===== src/rtl/bl_mux_scheduler.sv =====
// bl_mux_scheduler
//   Round-robin owner sequencer for the shared 8-way bitline mux. It hands the
//   mux to one of NUM_REQ requesters at a time, latches the owner's bitline
//   address at grant, waits SETTLE_CYCLES before reporting sel_ready, and
//   inserts one dead cycle (mux_en low, RELEASE) between successive owners.
//
//   Optional build macro BL_MUX_TIMEOUT_EN: an owner holding ACTIVE for
//   TIMEOUT_CYCLES cycles is forcibly released (timeout_flag pulses during the
//   RELEASE cycle) and masked from arbitration until it drops req.
//
// Ports
//   Clk           rising-edge clock
//   Reset         asynchronous, active-high reset
//   req           per-requester request, held for the whole access
//   req_addr      packed 3-bit addresses, requester i at [3i+2:3i]
//   grant         one-hot owner, zero when there is no owner
//   sel_ready     owner's bitline has settled
//   mux_en        bitline mux enable
//   mux_a         bitline mux address (0 whenever mux_en is 0)
//   busy          scheduler is not idle
//   timeout_flag  one-cycle pulse on forced release (0 without the macro)
module bl_mux_scheduler #(
    parameter int NUM_REQ        = 4,
    parameter int SETTLE_CYCLES  = 2,
    parameter int TIMEOUT_CYCLES = 64
) (
    input  logic                 Clk,
    input  logic                 Reset,
    input  logic [NUM_REQ-1:0]   req,
    input  logic [3*NUM_REQ-1:0] req_addr,
    output logic [NUM_REQ-1:0]   grant,
    output logic                 sel_ready,
    output logic                 mux_en,
    output logic [2:0]           mux_a,
    output logic                 busy,
    output logic                 timeout_flag
);
    localparam int PTR_W = (NUM_REQ > 1) ? $clog2(NUM_REQ) : 1;

    if (NUM_REQ < 1 || NUM_REQ > 8 || SETTLE_CYCLES < 0 || SETTLE_CYCLES > 15 ||
        TIMEOUT_CYCLES < 1) begin : g_param_err
        $error("bl_mux_scheduler: parameter out of range");
    end

    typedef enum logic [1:0] {IDLE, SETTLE, ACTIVE, RELEASE} state_t;

    state_t             state, state_n;
    logic [PTR_W-1:0]   owner, owner_n;
    logic [PTR_W-1:0]   rr_ptr, rr_ptr_n;
    logic [3:0]         cnt, cnt_n;
    logic [NUM_REQ-1:0] grant_n;
    logic               sel_ready_n, mux_en_n, busy_n;
    logic [2:0]         mux_a_n;
    logic               do_release;

    logic [NUM_REQ-1:0] elig;
    logic               win_vld;
    logic [PTR_W-1:0]   win;

`ifdef BL_MUX_TIMEOUT_EN
    localparam int ACT_W = $clog2(TIMEOUT_CYCLES + 1);
    logic [ACT_W-1:0]   act_cnt, act_cnt_n;
    logic [NUM_REQ-1:0] to_mask, to_mask_n;
    logic               timeout_flag_n;

    assign elig = req & ~to_mask;
`else
    assign elig = req;
`endif

    // Rotating priority scan starting at rr_ptr.
    always_comb begin
        int idx;
        idx     = 0;
        win_vld = 1'b0;
        win     = '0;
        for (int k = 0; k < NUM_REQ; k++) begin
            idx = int'(rr_ptr) + k;
            if (idx >= NUM_REQ) idx = idx - NUM_REQ;
            if (!win_vld && elig[idx]) begin
                win_vld = 1'b1;
                win     = PTR_W'(idx);
            end
        end
    end

    always_comb begin
        state_n     = state;
        owner_n     = owner;
        rr_ptr_n    = rr_ptr;
        cnt_n       = cnt;
        grant_n     = grant;
        sel_ready_n = sel_ready;
        mux_en_n    = mux_en;
        mux_a_n     = mux_a;
        busy_n      = busy;
        do_release  = 1'b0;
`ifdef BL_MUX_TIMEOUT_EN
        act_cnt_n      = act_cnt;
        // A masked requester is unmasked once it is seen with req low.
        to_mask_n      = to_mask & req;
        timeout_flag_n = 1'b0;
`endif
        case (state)
            IDLE, RELEASE: begin
                if (win_vld) begin
                    owner_n       = win;
                    grant_n       = '0;
                    grant_n[win]  = 1'b1;
                    mux_en_n      = 1'b1;
                    mux_a_n       = req_addr[3*int'(win) +: 3];
                    busy_n        = 1'b1;
`ifdef BL_MUX_TIMEOUT_EN
                    act_cnt_n     = '0;
`endif
                    if (SETTLE_CYCLES == 0) begin
                        state_n     = ACTIVE;
                        sel_ready_n = 1'b1;
                    end else begin
                        state_n     = SETTLE;
                        cnt_n       = 4'(SETTLE_CYCLES);
                        sel_ready_n = 1'b0;
                    end
                end else begin
                    state_n     = IDLE;
                    grant_n     = '0;
                    mux_en_n    = 1'b0;
                    mux_a_n     = '0;
                    sel_ready_n = 1'b0;
                    busy_n      = 1'b0;
                end
            end
            SETTLE: begin
                if (!req[owner]) begin
                    do_release = 1'b1;
                end else if (cnt <= 4'd1) begin
                    state_n     = ACTIVE;
                    sel_ready_n = 1'b1;
                end else begin
                    cnt_n = cnt - 4'd1;
                end
            end
            ACTIVE: begin
                if (!req[owner]) begin
                    do_release = 1'b1;
                end
`ifdef BL_MUX_TIMEOUT_EN
                else if (act_cnt == ACT_W'(TIMEOUT_CYCLES - 1)) begin
                    do_release       = 1'b1;
                    timeout_flag_n   = 1'b1;
                    to_mask_n[owner] = 1'b1;
                end else begin
                    act_cnt_n = act_cnt + 1'b1;
                end
`endif
            end
            default: state_n = IDLE;
        endcase

        // Break-before-make: one cycle with everything low before re-arbitrating.
        if (do_release) begin
            state_n     = RELEASE;
            grant_n     = '0;
            mux_en_n    = 1'b0;
            mux_a_n     = '0;
            sel_ready_n = 1'b0;
            busy_n      = 1'b1;
            rr_ptr_n    = (int'(owner) == NUM_REQ - 1) ? '0 : owner + 1'b1;
        end
    end

    always_ff @(posedge Clk or posedge Reset) begin
        if (Reset) begin
            state     <= IDLE;
            owner     <= '0;
            rr_ptr    <= '0;
            cnt       <= '0;
            grant     <= '0;
            sel_ready <= 1'b0;
            mux_en    <= 1'b0;
            mux_a     <= '0;
            busy      <= 1'b0;
        end else begin
            state     <= state_n;
            owner     <= owner_n;
            rr_ptr    <= rr_ptr_n;
            cnt       <= cnt_n;
            grant     <= grant_n;
            sel_ready <= sel_ready_n;
            mux_en    <= mux_en_n;
            mux_a     <= mux_a_n;
            busy      <= busy_n;
        end
    end

`ifdef BL_MUX_TIMEOUT_EN
    always_ff @(posedge Clk or posedge Reset) begin
        if (Reset) begin
            act_cnt      <= '0;
            to_mask      <= '0;
            timeout_flag <= 1'b0;
        end else begin
            act_cnt      <= act_cnt_n;
            to_mask      <= to_mask_n;
            timeout_flag <= timeout_flag_n;
        end
    end
`else
    assign timeout_flag = 1'b0;
`endif

endmodule


===== config.mk =====
export PLATFORM = sky130hd
export DESIGN_NAME = bl_mux_scheduler
export DESIGN_NICKNAME = d
export VERILOG_FILES = /design/src/rtl/bl_mux_scheduler.sv
export SDC_FILE = /design/constraint.sdc
export NUM_CORES = 1
export LEC_CHECK = 0
export ABC_AREA = 1
export BUFFER_PORTS_ARGS = -buffer_cell sky130_fd_sc_hd__buf_2
export CORE_MARGIN = 8
export CORE_UTILIZATION = 55
export CTS_CLUSTER_DIAMETER = 60
export CTS_CLUSTER_SIZE = 10
export DETAILED_ROUTE_END_ITERATION = 8
export PLACE_DENSITY_LB_ADDON = 0.05
export SLEW_MARGIN = 30
export SYNTH_ARGS = -nofsm -noshare
export SYNTH_HDL_FRONTEND = slang
export SYNTH_SLANG_ARGS = --single-unit

===== constraint.sdc =====
create_clock -name Clk -period 4.6 [get_ports Clk]
set_input_delay 0.23 -clock Clk [delete_from_list [all_inputs] [get_ports Clk]]
set_output_delay 0.23 -clock Clk [all_outputs]
set_load 0.01 [all_outputs]

# Yosys cells after proc, flatten, opt, wreduce, memory -nomap -nowiden

Cells that the tools add are included.

Shift-type cells: 1
$lt $le $gt $ge: 12
Equal/unequal tests: 9
$mul: 1
Add/subtract/negate cells: 9
Reduce and logical (&&, ||, !) cells: 16
Mux-type cells: 54

Operator list:

| kind                                                                  | count |
|---|---|
| 32-bit by 4-bit < comparator with 1-bit output, second input constant | 4 |
| 32-bit 2-to-1 mux                                                     | 4 |
| 1-bit 2-to-1 mux                                                      | 24 |
| 4-bit 2-to-1 mux                                                      | 6 |
| 2-bit 2-to-1 mux                                                      | 8 |
| 12-bit by 5-bit indexed part select with 3-bit output                 | 1 |
| 3-bit by 3-bit subtractor with 4-bit output, second input constant    | 3 |
| 1-bit binary-select mux with 2-bit select                             | 5 |
| 3-bit >= comparator, second input constant                            | 3 |
| 3-bit 2-to-1 mux                                                      | 3 |
| 4-bit one-hot mux with 2 select lines                                 | 1 |
| 2-bit by 2-bit adder with 3-bit output, second input constant         | 2 |
| 2-bit by 3-bit < comparator with 1-bit output, second input constant  | 2 |
| 2-bit != test, second input constant                                  | 3 |
| 3-bit != test, second input constant                                  | 2 |
| 2-bit by 1-bit == test with 1-bit output, second input constant       | 2 |
| 2-bit == test, second input constant                                  | 2 |
| 4-bit by 1-bit <= comparator with 1-bit output, second input constant | 1 |
| 1-bit logical AND                                                     | 4 |
| 2-bit by 2-bit multiplier with 4-bit output, first input constant     | 1 |
| 2-bit one-hot mux with 2 select lines                                 | 1 |
| 4-bit AND reduction                                                   | 1 |
| 2-bit nonzero test                                                    | 2 |
| 2-bit OR reduction                                                    | 2 |
| 13 further kinds                                                      | 15 |

Output and inout bits: 11
Logic and storage cells: 111
Input bits: 18
Flip-flop bits (word level): 20

# Longest topological paths before layout

Depth after elaboration: 22
Mapped depth: 15
Gate-level depth less buffers: 15

# Worst setup path before layout

No wires, ideal clock.

Kind: register -> register
Start: register rr_ptr[0]
End: register mux_a[0]
Stages on the path, launching flop included: 14
Arrival: 1.430 ns
Setup time: 0.117 ns
Data required time: 4.483 ns
Path buffers: 1
Setup slack: 3.053 ns
Period minus slack after synthesis: 1.547 ns
Path through: dfrtp_1 > buf_6 > nand2_1 > nand2_1 > nand2_2 > nand2_2 > nor2_4 > nand4_1 > nand2_4 > inv_1 > nand2_1 > nand2_1 > nand2_1 > nand2_1

Word-level cells in the longest chain between the ends: 20
Elaborated cells on any way between the ends: 46
Those cells by class: add/sub: 7; mul: 1; order compare: 4; shift: 1; mux: 27; reduce/logical: 6

Ends and longest elaborated chain:

| what                                                                                 | RTL line | source |
|---|---|---|
| from (decl)                                                                          | 49       | `logic [PTR_W-1:0] rr_ptr, rr_ptr_n;` |
| from (signal assigned)                                                               | 186      | `rr_ptr <= rr_ptr_n;` |
| branches (longest 17 deep; another with 3-bit by 3-bit subtractor with 4-bit output) | --       |  |
| 3-bit 2-to-1 mux (*)                                                                 | 106      | `if (win_vld) begin` |
| 3-bit 2-to-1 mux (*)                                                                 | 104      | `case (state)` |
| 3-bit 2-to-1 mux (*)                                                                 | 161      | `if (do_release) begin` |
| to (signal assigned)                                                                 | 191      | `mux_a <= mux_a_n;` |
| to (decl)                                                                            | 34       | `output logic [2:0] mux_a,` |

Mark *: on every way between the ends. The select of a mux whose other input is x is not followed.
A chain may end at the register's enable or synchronous reset.

# Worst setup path in the final report

Start: register rr_ptr[0]
End: register mux_a[2]

Same word-level chain as after synthesis.

==> flow_summary.toml <==
[run_status]
status = "complete, no violations"

[critical_path]
worstReg2RegEnd = "mux_a[2]$_DFFE_PP0P_"
crit_start = "rr_ptr[0]$_DFFE_PP0P_"
critPathTopFamily = "simple AND/OR/NAND/NOR gates"
cp_num_buf_inv = 1
rr_startpoint = "rr_ptr[0]$_DFFE_PP0P_"
worstPathArrival_ps = 2220
reg2reg_depth = 15
crit_path_start_kind = "register"
path_depth = 15
endpoint = "mux_a[2]$_DFFE_PP0P_"
path_cells = "inv_2 -> nand2_1 -> nand2_2 -> nand2_1 -> nand2_1 -> nand2_1 -> nand2_1 -> nand2_2 -> nand3_4 -> nand2_1 -> nand2_1 -> nand2_1 -> nand2_1 -> nand2_1 -> nand2_1"
crit_top_cell = "nand2_1"
crit_required_ps = 4820
rrSetupSlack_ps = 2590
crit_path_max_incr_delay_ps = 590
worst-setup-path-type = "reg2reg"
crit_fanout = 11
cpMaxStageDelayCell = "dfrtp_1"
end_kind = "register"

[drt]
ant_nets = 0
met1_length_um = 1410
routed_via_density = 5.34
drc = 0
wl_met3_um = 182
routed_wire_length_per_instance_um = 13.4
wirelength_um = 3290
via_count = 1313
dr.first_iter.drc_count = 115
routed.top_layer = "met4"
dr.pass1.iters = 4
dr_wl_met2_um = 1620

[clock_network]
cts_tree = "done"
clkTransAtPathRegs_ps = 120
holdBufCountCts = 0
ctsResizeCount = 0
postCtsSetupBuffers = 0
numCtsBuffers = 3
cts_buffer_depth = 2
clock-sinks = 20
clk_latency_ps = 310
root_buffer = "clkbuf_4"
h-tree-depth = 1

[global_route]
grt_pass1_wl_um = 5610
antenna_found_initial = 0
grt.overflow.total = 0
grt_max_degree = 21
track_usage_pct = 16.0
grt_pass1_vias = 1312

[die]
dieWidth_um = 66.2
fp-row-count = 18
start_util_pct = 56.9
coreArea_um2 = 2430
io_pins = 29
design.die.area_um2 = 4380
die_h_um = 66.2

[finish]
areaGrowthSynthToFinish_pct = 14.9
fill_cells = 223
seqCellArea_um2 = 500
n_antenna_cell = 0
final_nets = 239
drive_above_1_share_pct = 26.4
final_cells = 246
fin_util_pct = 65.4
final_area_um2 = 1590
multi_input_area_um2 = 797

[sta]
finalSetupViolCount = 0
tightest_slew_ps = 761
final.setup_skew_ps = 7.91
finalHoldViolCount = 0
relSlewSlack_pct = 49.2
setup_ws_ps = 2590
rsz0062_at_grt = "false"
finalSetupTns_ps = 0
fin_crit_ps = 2010
clock.fmax_mhz = 499
fin_hold_ws_ps = 31.8
finalCritPeriodShare_pct = 43.6
drv_slew = 0

[synthesis]
yosysSeqAreaShare_pct = 36.2
syn-instance-count = 187
ys_types = 27
ys_ff_latch = 20
netlist_area_um2 = 1380
yosysWarnings = 0
synth_area_per_cell_um2 = 7.40
syn-num-nets = 209

[placement]
placed_area_um2 = 1540
place.gp.congestion = 0.872
place_ws_ps = 2630
port_buffers = 27
placedCellCount = 242
hpwl_um = 2610

[power]
power_mw = 1.41
p_seq_share_pct = 22.8
p_sw_share_pct = 53.2
p_comb_share_pct = 67.0
intPower_mw = 0.662
power_per_cell_area_nw_per_um2 = 889
vdd_drop_max_mv = 0.481
clkPwrFrac_pct = 10.2
p_switching_mw = 0.752
p_leak_nw = 0.888

[hold_path]
min_path_type = "in2async"

[flow_run]
maxCapViolations = 0
## final cells by class
class	instances	area share (%)
flip-flops and latches	20	31.5
multi-input cells	147	50.1
inverters	18	4.25
clock inverters	1	1.89
repair buffers	27	8.50
clock buffers	3	1.42
well taps	30	2.36
## synthesized netlist by cell type
| master | instances | area [µm²] |
|---|---|---|
| a21oi_2 | 3 | 26.3 |
| o211ai_1 | 2 | 15.0 |
| buf_4 | 1 | 7.51 |
| buf_6 | 1 | 11.3 |
| nand2_4 | 3 | 33.8 |
| o31ai_1 | 4 | 30.0 |
| nor2_1 | 5 | 18.8 |
| dfrtp_1 | 20 | 500 |
| nand2_1 | 80 | 300 |
| a21oi_1 | 2 | 10.0 |
| ha_1 | 4 | 50.1 |
| o21ai_2 | 2 | 17.5 |
| nand3_2 | 3 | 30.0 |
| nor2_4 | 1 | 11.3 |
| inv_1 | 15 | 56.3 |
| conb_1 | 1 | 3.75 |
| xnor2_1 | 2 | 17.5 |
| inv_2 | 3 | 11.3 |
| nand2_2 | 8 | 50.1 |
| o21a_1 | 1 | 7.51 |
| nand3b_1 | 1 | 7.51 |
| o21ai_0 | 8 | 40.0 |
| nand3_1 | 5 | 25.0 |
| nand4_1 | 8 | 50.1 |
| nand3_4 | 2 | 35.0 |
| nor3_1 | 1 | 5.00 |
| o31ai_2 | 1 | 12.5 |
## worst min-delay path by stage
stage / slack, ps / from / cells after the start / endpoint
finish: 30 / Reset / 2 / grant[0]$_DFFE_PP0P_
global route: 90 / Reset / 2 / grant[0]$_DFFE_PP0P_
CTS: 50 / Reset / 2 / mux_a[0]$_DFFE_PP0P_
detailed placement: 400 / Reset / 2 / grant[0]$_DFFE_PP0P_
global placement: 390 / Reset / 2 / mux_a[0]$_DFFE_PP0P_
floorplan: 190 / Reset / 1 / busy$_DFFE_PP0P_
## cells by family (layout without fill, tap and decap cells)
logic type / after synthesis / in the layout / share of synthesized area (%)
buffers and inverters: 20 / 49 / 6.24
and+or+nand+nor: 117 / 117 / 41.0
adders and majority gates: 4 / 4 / 3.62
DFF: 20 / 20 / 36.2
other: 1 / 1 / 0.271
AOI/OAI and AO/OA: 23 / 23 / 11.5
xor gates and xnor gates: 2 / 2 / 1.27
## worst reg2reg max path: stages, from the launching register on
cell	delay, ps
dfrtp_1	590
inv_2	160
nand2_1	110
nand2_2	80
nand2_1	70
nand2_1	50
nand2_1	90
nand2_1	80
nand2_2	160
nand3_4	140
nand2_1	90
nand2_1	70
nand2_1	80
nand2_1	50
nand2_1	50
nand2_1	40
## power by group through the flow
| stage | registers (mW) | clock network, mW | logic [mW] |
|---|---|---|---|
| after floorplan | 0.323 | 0 | 0.739 |
| after global placement | 0.322 | 0 | 0.910 |
| after detailed placement | 0.326 | 0 | 0.939 |
| after CTS | 0.322 | 0.147 | 0.949 |
| after global routing | 0.334 | 0.152 | 1.08 |
| final | 0.322 | 0.144 | 0.948 |
## cells in the final DEF (no fill, tap or decap), types with 2 or more instances in the layout
cell,n
xnor2_1,2
nand3_1,5
inv_2,3
nand3_4,2
clkbuf_4,3
ha_1,4
o21ai_2,2
o31ai_1,4
nand3_2,3
a21oi_2,3
inv_1,15
nor2_1,5
a21oi_1,2
dfrtp_1,20
nand2_4,3
o211ai_1,2
buf_2,27
nand2_2,8
o21ai_0,8
nand2_1,80
nand4_1,8
## layer usage
layer  track usage (%)  up-vias
li1                  -      669
met1              18.2      607
met2              27.9       28
met3              3.22        9
met4              7.20        0
met5                 0        -
## flip-flops by register name (all words and copies together), names as in the netlist
signal and flops:
mux_a 3, sel_ready 1, cnt 4, busy 1, mux_en 1, rr_ptr 2, state 2, grant 4
owner 2
(Power assumes the default switching activity.)
